--- config.mk ---
export PLATFORM = sky130hd
export DESIGN_NAME = pic_irr_resolver
export DESIGN_NICKNAME = d
export VERILOG_FILES = /design/src/rtl/pic_pkg.sv /design/src/rtl/pic_rot_prio_enc.sv /design/src/rtl/pic_irr_resolver.sv
export SDC_FILE = /design/constraint.sdc
export NUM_CORES = 1
export LEC_CHECK = 0
export ABC_AREA = 1
export CAP_MARGIN = 20
export CORE_ASPECT_RATIO = 1.75
export CORE_MARGIN = 8
export CORE_UTILIZATION = 58
export CTS_CLUSTER_DIAMETER = 100
export DETAILED_ROUTE_END_ITERATION = 6
export GPL_TIMING_DRIVEN = 1
export PLACE_DENSITY = 0.87
export SYNTH_ARGS = -nofsm -noshare
export SYNTH_HDL_FRONTEND = slang
export SYNTH_SLANG_ARGS = --single-unit
--- constraint.sdc ---
create_clock -name clk -period 6.9 [get_ports clk]
set_clock_uncertainty 0.05 [all_clocks]
set_input_delay 2.07 -clock clk [delete_from_list [all_inputs] [get_ports clk]]
set_output_delay 2.07 -clock clk [all_outputs]
set_load 0.01 [all_outputs]
--- src/rtl/pic_pkg.sv ---
// Shared types and helpers for the PIC request path: handshake states,
// rotating-priority rank and the level reported for a spurious acknowledge.
package pic_pkg;

   typedef enum logic [1:0] {
      IDLE,
      ACK1,
      ACK2
   } state_t;

   localparam logic [2:0] SPURIOUS_LEVEL = 3'd7;

   // Distance from the highest-priority level; the 3-bit wrap gives mod 8.
   function automatic logic [2:0] rank(input logic [2:0] lvl, input logic [2:0] base);
      return lvl - base;
   endfunction

endpackage

--- src/rtl/pic_rot_prio_enc.sv ---
// Combinational rotating-priority encoder: picks the set request whose level
// comes first in the order base, base+1, ... mod 8.
module pic_rot_prio_enc
   import pic_pkg::*;
(
   input  logic [7:0] req,
   input  logic [2:0] base,
   output logic       valid,
   output logic [2:0] idx
);

   logic [2:0] lvl;

   // Scan from lowest to highest priority so the last hit is the winner.
   always_comb begin
      idx = 3'd0;
      lvl = 3'd0;
      for (int k = 7; k >= 0; k--) begin
         lvl = base + 3'(k);
         if (req[lvl]) begin
            idx = lvl;
         end
      end
   end

   assign valid = |req;

endmodule

--- src/rtl/pic_irr_resolver.sv ---
// PIC request stage: IRR capture, mask, rotating-priority resolution against
// in-service levels, INT generation and the two-pulse INTA handshake.
module pic_irr_resolver
   import pic_pkg::*;
(
   input  logic       clk,
   input  logic       rst_n,
   input  logic [7:0] ir,
   input  logic       ltim,
   input  logic [7:0] imr,
   input  logic [7:0] isr_cur,
   input  logic [2:0] n,
   input  logic [4:0] vec_base,
   input  logic       inta_n,
   output logic       int_out,
   output logic [7:0] isr_set,
   output logic [7:0] data_out,
   output logic       data_en,
   output logic       ack_done
);

   state_t     state;
   logic [7:0] ir_q;
   logic [7:0] irr;
   logic [7:0] irr_next;
   logic [7:0] cand;
   logic [7:0] clr;
   logic [2:0] sel;
   logic [2:0] win_idx;
   logic [2:0] isr_idx;
   logic       cand_valid;
   logic       isr_valid;
   logic       win_ok;
   logic       inta_q;
   logic       inta_fall;
   logic       inta_rise;

   assign inta_fall = inta_q & ~inta_n;
   assign inta_rise = ~inta_q & inta_n;
   assign cand      = irr & ~imr;

   pic_rot_prio_enc u_cand_enc (
      .req   (cand),
      .base  (n),
      .valid (cand_valid),
      .idx   (win_idx)
   );

   pic_rot_prio_enc u_isr_enc (
      .req   (isr_cur),
      .base  (n),
      .valid (isr_valid),
      .idx   (isr_idx)
   );

   // A winner only counts if it outranks everything already in service.
   assign win_ok = cand_valid & (~isr_valid | (rank(win_idx, n) < rank(isr_idx, n)));
   assign clr    = (state == IDLE && inta_fall && win_ok) ? (8'h01 << win_idx) : 8'h00;

   // The acknowledge clear is applied last so it beats a same-cycle edge.
   always_comb begin
      irr_next = 8'h00;
      if (ltim) begin
         irr_next = ir_q & ~clr;
      end else begin
         irr_next = (irr | (ir & ~ir_q)) & ~clr;
      end
   end

   always_ff @(posedge clk or negedge rst_n) begin
      if (!rst_n) begin
         ir_q   <= 8'h00;
         irr    <= 8'h00;
         inta_q <= 1'b1;
      end else begin
         ir_q   <= ir;
         irr    <= irr_next;
         inta_q <= inta_n;
      end
   end

   always_ff @(posedge clk or negedge rst_n) begin
      if (!rst_n) begin
         state    <= IDLE;
         sel      <= SPURIOUS_LEVEL;
         int_out  <= 1'b0;
         isr_set  <= 8'h00;
         data_out <= 8'h00;
         data_en  <= 1'b0;
         ack_done <= 1'b0;
      end else begin
         isr_set  <= 8'h00;
         ack_done <= 1'b0;
         case (state)
            IDLE: begin
               int_out  <= win_ok;
               data_en  <= 1'b0;
               data_out <= 8'h00;
               if (inta_fall) begin
                  state   <= ACK1;
                  int_out <= 1'b0;
                  if (win_ok) begin
                     sel     <= win_idx;
                     isr_set <= 8'h01 << win_idx;
                  end else begin
                     sel <= SPURIOUS_LEVEL;
                  end
               end
            end
            // A falling edge here implies inta_n has already returned high.
            ACK1: begin
               int_out <= 1'b0;
               if (inta_fall) begin
                  state    <= ACK2;
                  data_en  <= 1'b1;
                  data_out <= {vec_base, sel};
               end
            end
            ACK2: begin
               int_out  <= 1'b0;
               data_out <= {vec_base, sel};
               if (inta_rise) begin
                  state    <= IDLE;
                  data_en  <= 1'b0;
                  data_out <= 8'h00;
                  ack_done <= 1'b1;
               end
            end
            default: begin
               state <= IDLE;
            end
         endcase
      end
   end

endmodule

* After elaboration in Yosys (flattened, before gate mapping)
Index checks and enable logic that the tools add are counted.
Storage, ports and cells: bits in registers 41, bits of input ports 36, logic and storage cells 129
Cells by class: shift operators 1, equality and inequality tests 5, $add $sub $neg 9, order comparisons 9, multiplexer cells 68, reductions and logical operators 12, bitwise logic cells 15
Operator list (number):
- $mux 8 | 7
- $mux 3 | 17
- $bmux 1 s3 | 16
- $and 8x8->8 | 4
- $lt 3x4->1 const B | 8
- $not 8->8 | 3
- $pmux 8 s3 | 1
- $mux 1 | 21
- $reduce_or 8->1 | 2
- $add 3x3->3 const B | 4
- $or 8x8->8 | 1
- $shl 1x3->8 const A | 1
- $add 3x2->3 const B | 2
- $mux 2 | 3
- $ne 2x2->1 const B | 3
- $pmux 2 s3 | 1
- $reduce_and 3->1 | 2
- $sub 3x3->3 | 2
- $reduce_and 2->1 | 2
- $add 3x1->3 const B | 1
- $and 1x1->1 | 3
- $lt 3x3->1 | 1
- $not 1->1 | 3
- $pmux 1 s3 | 1
- other kinds (9) | 10

* Logic depth before layout (Yosys ltp)
word-level depth 21, gate-level depth with buffers 29

* Modules after synthesis
From an unflattened synthesis, not the netlist that was laid out.
Second synthesis, totals: cell total of the unflattened synthesis 493, area total of the unflattened synthesis 3378.2 um^2
By module, submodules not included:
- pic_irr_resolver | seq. area each 1031.0 um^2, times used 1, cells each 235, area an instance 2001.9 um^2
- pic_rot_prio_enc | seq. area each 0.0 um^2, times used 2, cells each 129, area an instance 688.2 um^2

* Worst setup path before layout
Ideal clock, no wire load.
path kind input port to flip-flop, from input port n[1], to register irr[6], slack 0.925 ns, stages on the path 25, data required time 6.728 ns, buffers on the path 2, setup time 0.122 ns, arrival time 5.802 ns, path through inv_1 -> buf_2 -> ha_1 -> inv_1 -> buf_2 -> o21ai_0 -> or2_2 -> a21oi_1 -> o21ai_0 -> a31oi_1 -> nor2_1 -> o21ai_0 -> inv_1 -> ha_1 -> fa_1 -> nand3_1 -> nand2_1 -> ha_1 -> a21oi_1 -> a22o_1 -> nand2_1 -> nor2_1 -> nand3_2 -> nor2_2 -> nor2_2
Between the ends: cells in the longest elaborated chain, start to end 20, elaborated cells on any way between the ends 67
Ends and longest elaborated chain:
- start, declared | RTL line pic_irr_resolver.sv:12 | input logic [2:0] n,
- $add 3x3->3 | RTL line pic_rot_prio_enc.sv:19 | lvl = base + 3'(k);
- $bmux 1 s3 | RTL line pic_rot_prio_enc.sv:20 | if (req[lvl]) begin
- $mux 1 (implied by the code) | RTL line pic_rot_prio_enc.sv:20
- $mux 3 (8 in a row) | RTL line pic_rot_prio_enc.sv:20
- $sub 3x3->3 | RTL line pic_pkg.sv:15 | return lvl - base;
- $lt 3x3->1 | RTL line pic_irr_resolver.sv:57 | assign win_ok = cand_valid & (~isr_valid | (rank(win_idx, n) < rank(isr_idx, n)));
- $or 1x1->1 | RTL line pic_irr_resolver.sv:57
- $and 1x1->1 | RTL line pic_irr_resolver.sv:57
- $logic_and 1x1->1 | RTL line pic_irr_resolver.sv:58 | assign clr = (state == IDLE && inta_fall && win_ok) ? (8'h01 << win_idx) : 8'h00;
- $mux 8 (*) | RTL line pic_irr_resolver.sv:58
- $not 8->8 (*) | RTL line pic_irr_resolver.sv:64, pic_irr_resolver.sv:66
- $and 8x8->8, on equally long branches | RTL line pic_irr_resolver.sv:66, pic_irr_resolver.sv:64
- $mux 8 (*) | RTL line pic_irr_resolver.sv:63 | if (ltim) begin
- via irr_next[6] | RTL line pic_irr_resolver.sv:25 | logic [7:0] irr_next;
- end signal, assigned | RTL line pic_irr_resolver.sv:77 | irr <= irr_next;
- end, declared | RTL line pic_irr_resolver.sv:24 | logic [7:0] irr;
Mark *: on every way through the listed nets, which the timed path passes. The rest lies on a longest branch. The select of a mux whose other input is x is not followed. A chain may end at the register's enable or synchronous reset.

* Worst setup path after layout
from input port n[0], to register irr[7]
The elaborated chain is that of the path after synthesis.

==> run metrics <==
status=completed; share of the synthesized area in the top cell type=between 20% and 30%; Wirelength per Cell=17.0 um; pre-CTS setup slack=0.329 ns; num ports=55; nets@finish=548; LEAKAGE=roughly 1.9 nW; vias per inst=around 5.9; Hold Violations, Final=0; Worst Tran Pin Value=0.843 ns; flops & latches, synth=41; cell taking the most area after synthesis=dfrtp_1; Hold Path Class=flop to flop; largest net degree at the start of global routing=42; most frequent cells in the layout=nand2_1 (123), inv_1 (56), clkdlybuf4s50_1 (53); DRT Wirelength=9410 um; RSZ-0062 raised after global routing=no; # diodes=0; Num Clock Sinks=41; post-CTS setup buffer count=0; Async S/R FF share, synth=100%; Req. time, crit path=roughly 7 ns; Remaining Overflow, GRT=0; drt first pass iters=5; Total Die Area=8100 um^2; hold_ws=0.449 ns; cell at the slowest stage of the critical path=clkdlybuf4s50_1; Max-Cap Viols=0; synthesized area=approximately 3100 um^2; Root Buffer=clkbuf_8; post-synthesis simple-gate area fraction=34.9%; post-CTS resize count=0; Final GP Congestion=0.969; Mean Syn Cell Area=7.13 um^2; total negative slack=0 ns; P per Cell Area=approximately 250 nW/um^2; Fill cells=426; # setup viols final=0; Post-route DRC=0; number of distinct library cells after synthesis=40; CORE AREA=approximately 5300 um^2; crit end category=flop; CP arrival=approximately 6.4 ns; Tmin final=6.25 ns; vias post-DR=3253; share of cells above drive strength 1=13.4%; placed instance area=3730 um^2; first-pass GRT wire length=15800 um; Clock Latency Late Sink=0.30 ns; total track usage=24.5%; mux cell area share after synthesis=0%; Clock Pin Slew Worst Setup and Hold Paths=around 0.080 ns; Post-synth EDFFs=0; XOR/XNOR Fraction of Synth Area=2.28%; Post-CTS Hold Buffers=0; CTS tree=done; largest family of logic cells by synthesized area=simple AND/OR/NAND/NOR gates; VDD IR max=0.272 mV; Largest stage delay, worst path=0.49 ns; num rows=35; post-synthesis sequential area ratio=around 33%; Die W=71.5 um; most common cell after layout, fill and taps aside=nand2_1; critical path class=input pin to flop; Compound-Gate Fraction of Synth Area=14.4%; Initial Util=approximately three fifths; initial antenna violation count=0; Synth Net Count=488; Yosys warning total=0; CTS Buffer Depth=2; IO buf count=54; H-Tree Depth=2; P&R area growth vs syn=21.8%; top cells by area, synth=dfrtp_1 (30%), nand2_1 (15%), nand3_1 (8.0%); Slew Limit Fails=0; Post-Syn Instances=439; DRT iter0 DRCs=243; Final Cycle Share=90.6%; TritonCTS Buffers=5; Die H=113 um; Max Clk Rate=between 150 and 200 MHz; crit-path max FO=10; relative slew slack=43.8%; fraction of the mapped netlist area in adder cells=5.68%; HPWL Detailed=around 7700 um; Final ANT Viol Nets=0; crit-path cells=clkdlybuf4s50_1, inv_2, ha_1, inv_1, o21ai_0, or2_2, a21oi_1, o21ai_0, a31oi_1, nor2_1, o21ai_0, inv_1, ha_1, fa_1, nand3_1, nand2_1, ha_1, a21oi_1, a22o_1, nand2_1, nor2_1, nand3_2, nor2_2, nor2_1; CP startpoint kind=input pin; vias in the first global route=3358; cell area after layout=between 3000 and 4000 um^2; Top FF cell, synth=dfrtp_1; final worst slack=about 0.65 ns
## power breakdown
group / leakage [nW] / total, mW / switching [mW] / internal (mW)
clock network: 0.0439 / 0.155 / 0.0850 / 0.0698
registers: 0.509 / 0.326 / 0.0326 / 0.293
logic: 1.38 / 0.468 / 0.283 / 0.184
## cells in the mapped netlist (4+ instances only)
cell	count
nand2_1	123
inv_1	56
nand3_1	50
dfrtp_1	37
o21ai_0	37
nor2_1	21
a21oi_1	14
nor2_2	12
ha_1	11
nand2_2	10
o211ai_1	8
nand3_2	7
dfstp_2	4
inv_2	4
## metrics by stage
step / total power, mW / util (%) / std cells
after CTS: 0.947 / 72.6 / 555
after global routing: 1.01 / 72.6 / 555
after global placement: 0.776 / 70.9 / 547
after floorplan: 0.618 / - / 439
final: 0.948 / 72.6 / 555
after detailed placement: 0.790 / 70.9 / 547
## sequential cells by signal, indices dropped and copies added (netlist names)
| register | flops |
|---|---|
| ack_done | 1 |
| data_en | 1 |
| data_out | 8 |
| int_out | 1 |
| inta_q | 1 |
| ir_q | 8 |
| irr | 8 |
| isr_set | 8 |
| sel | 3 |
| state | 2 |
## layout make-up
type                    count  area, um^2  share of cell area (%)
flip-flops and latches     41        1030                    27.0
inverters                  62         238                    6.23
repair buffers             62         596                    15.6
clock inverters             3        17.5                   0.459
well taps                  55        68.8                    1.80
clock buffers               5        68.8                    1.80
multi-input cells         327        1790                    47.0
## cells by family after synthesis
group,Yosys count
buffers and inverters,71
adders and majority gates,13
xor gates and xnor gates,3
AOI/OAI and AO/OA,77
and+or+nand+nor,234
DFF,41
## metal layers
metal | part of all wire (%) | global-route usage (%) | vias to the layer above
met5 | 0 | 0 | -
met4 | 5.8 | 17.6 | 0
met3 | 3.5 | 3.19 | 45
met2 | 56 | 45.7 | 132
met1 | 35 | 23.7 | 1526
li1 | - | - | 1550
## worst paths after layout
kind                       cells after the start                  end                start  slack [ns]
max in group asynchronous                      1   ack_done$_DFF_PN0_                rst_n        4.45
hold / removal                                 2  data_en$_DFFE_PN0P_  data_en$_DFFE_PN0P_        0.45
hold reg to reg                                2  data_en$_DFFE_PN0P_  data_en$_DFFE_PN0P_        0.45
setup / recovery                              24     irr[7]$_DFF_PN0_                 n[0]        0.65
setup reg to reg                              28     irr[7]$_DFF_PN0_     irr[5]$_DFF_PN0_        2.91
min in group asynchronous                      1    ir_q[2]$_DFF_PN0_                rst_n        1.82
## critical path: cells and delay by family
family	cells	cell delay [ns]
AND/OR/NAND/NOR	9	1.32
AO/OA/AOI/OAI	7	0.98
buffers and inverters	4	0.86
adder cells (fa/ha/maj)	4	1.15
No activity file was read; power rests on OpenSTA's default activity.
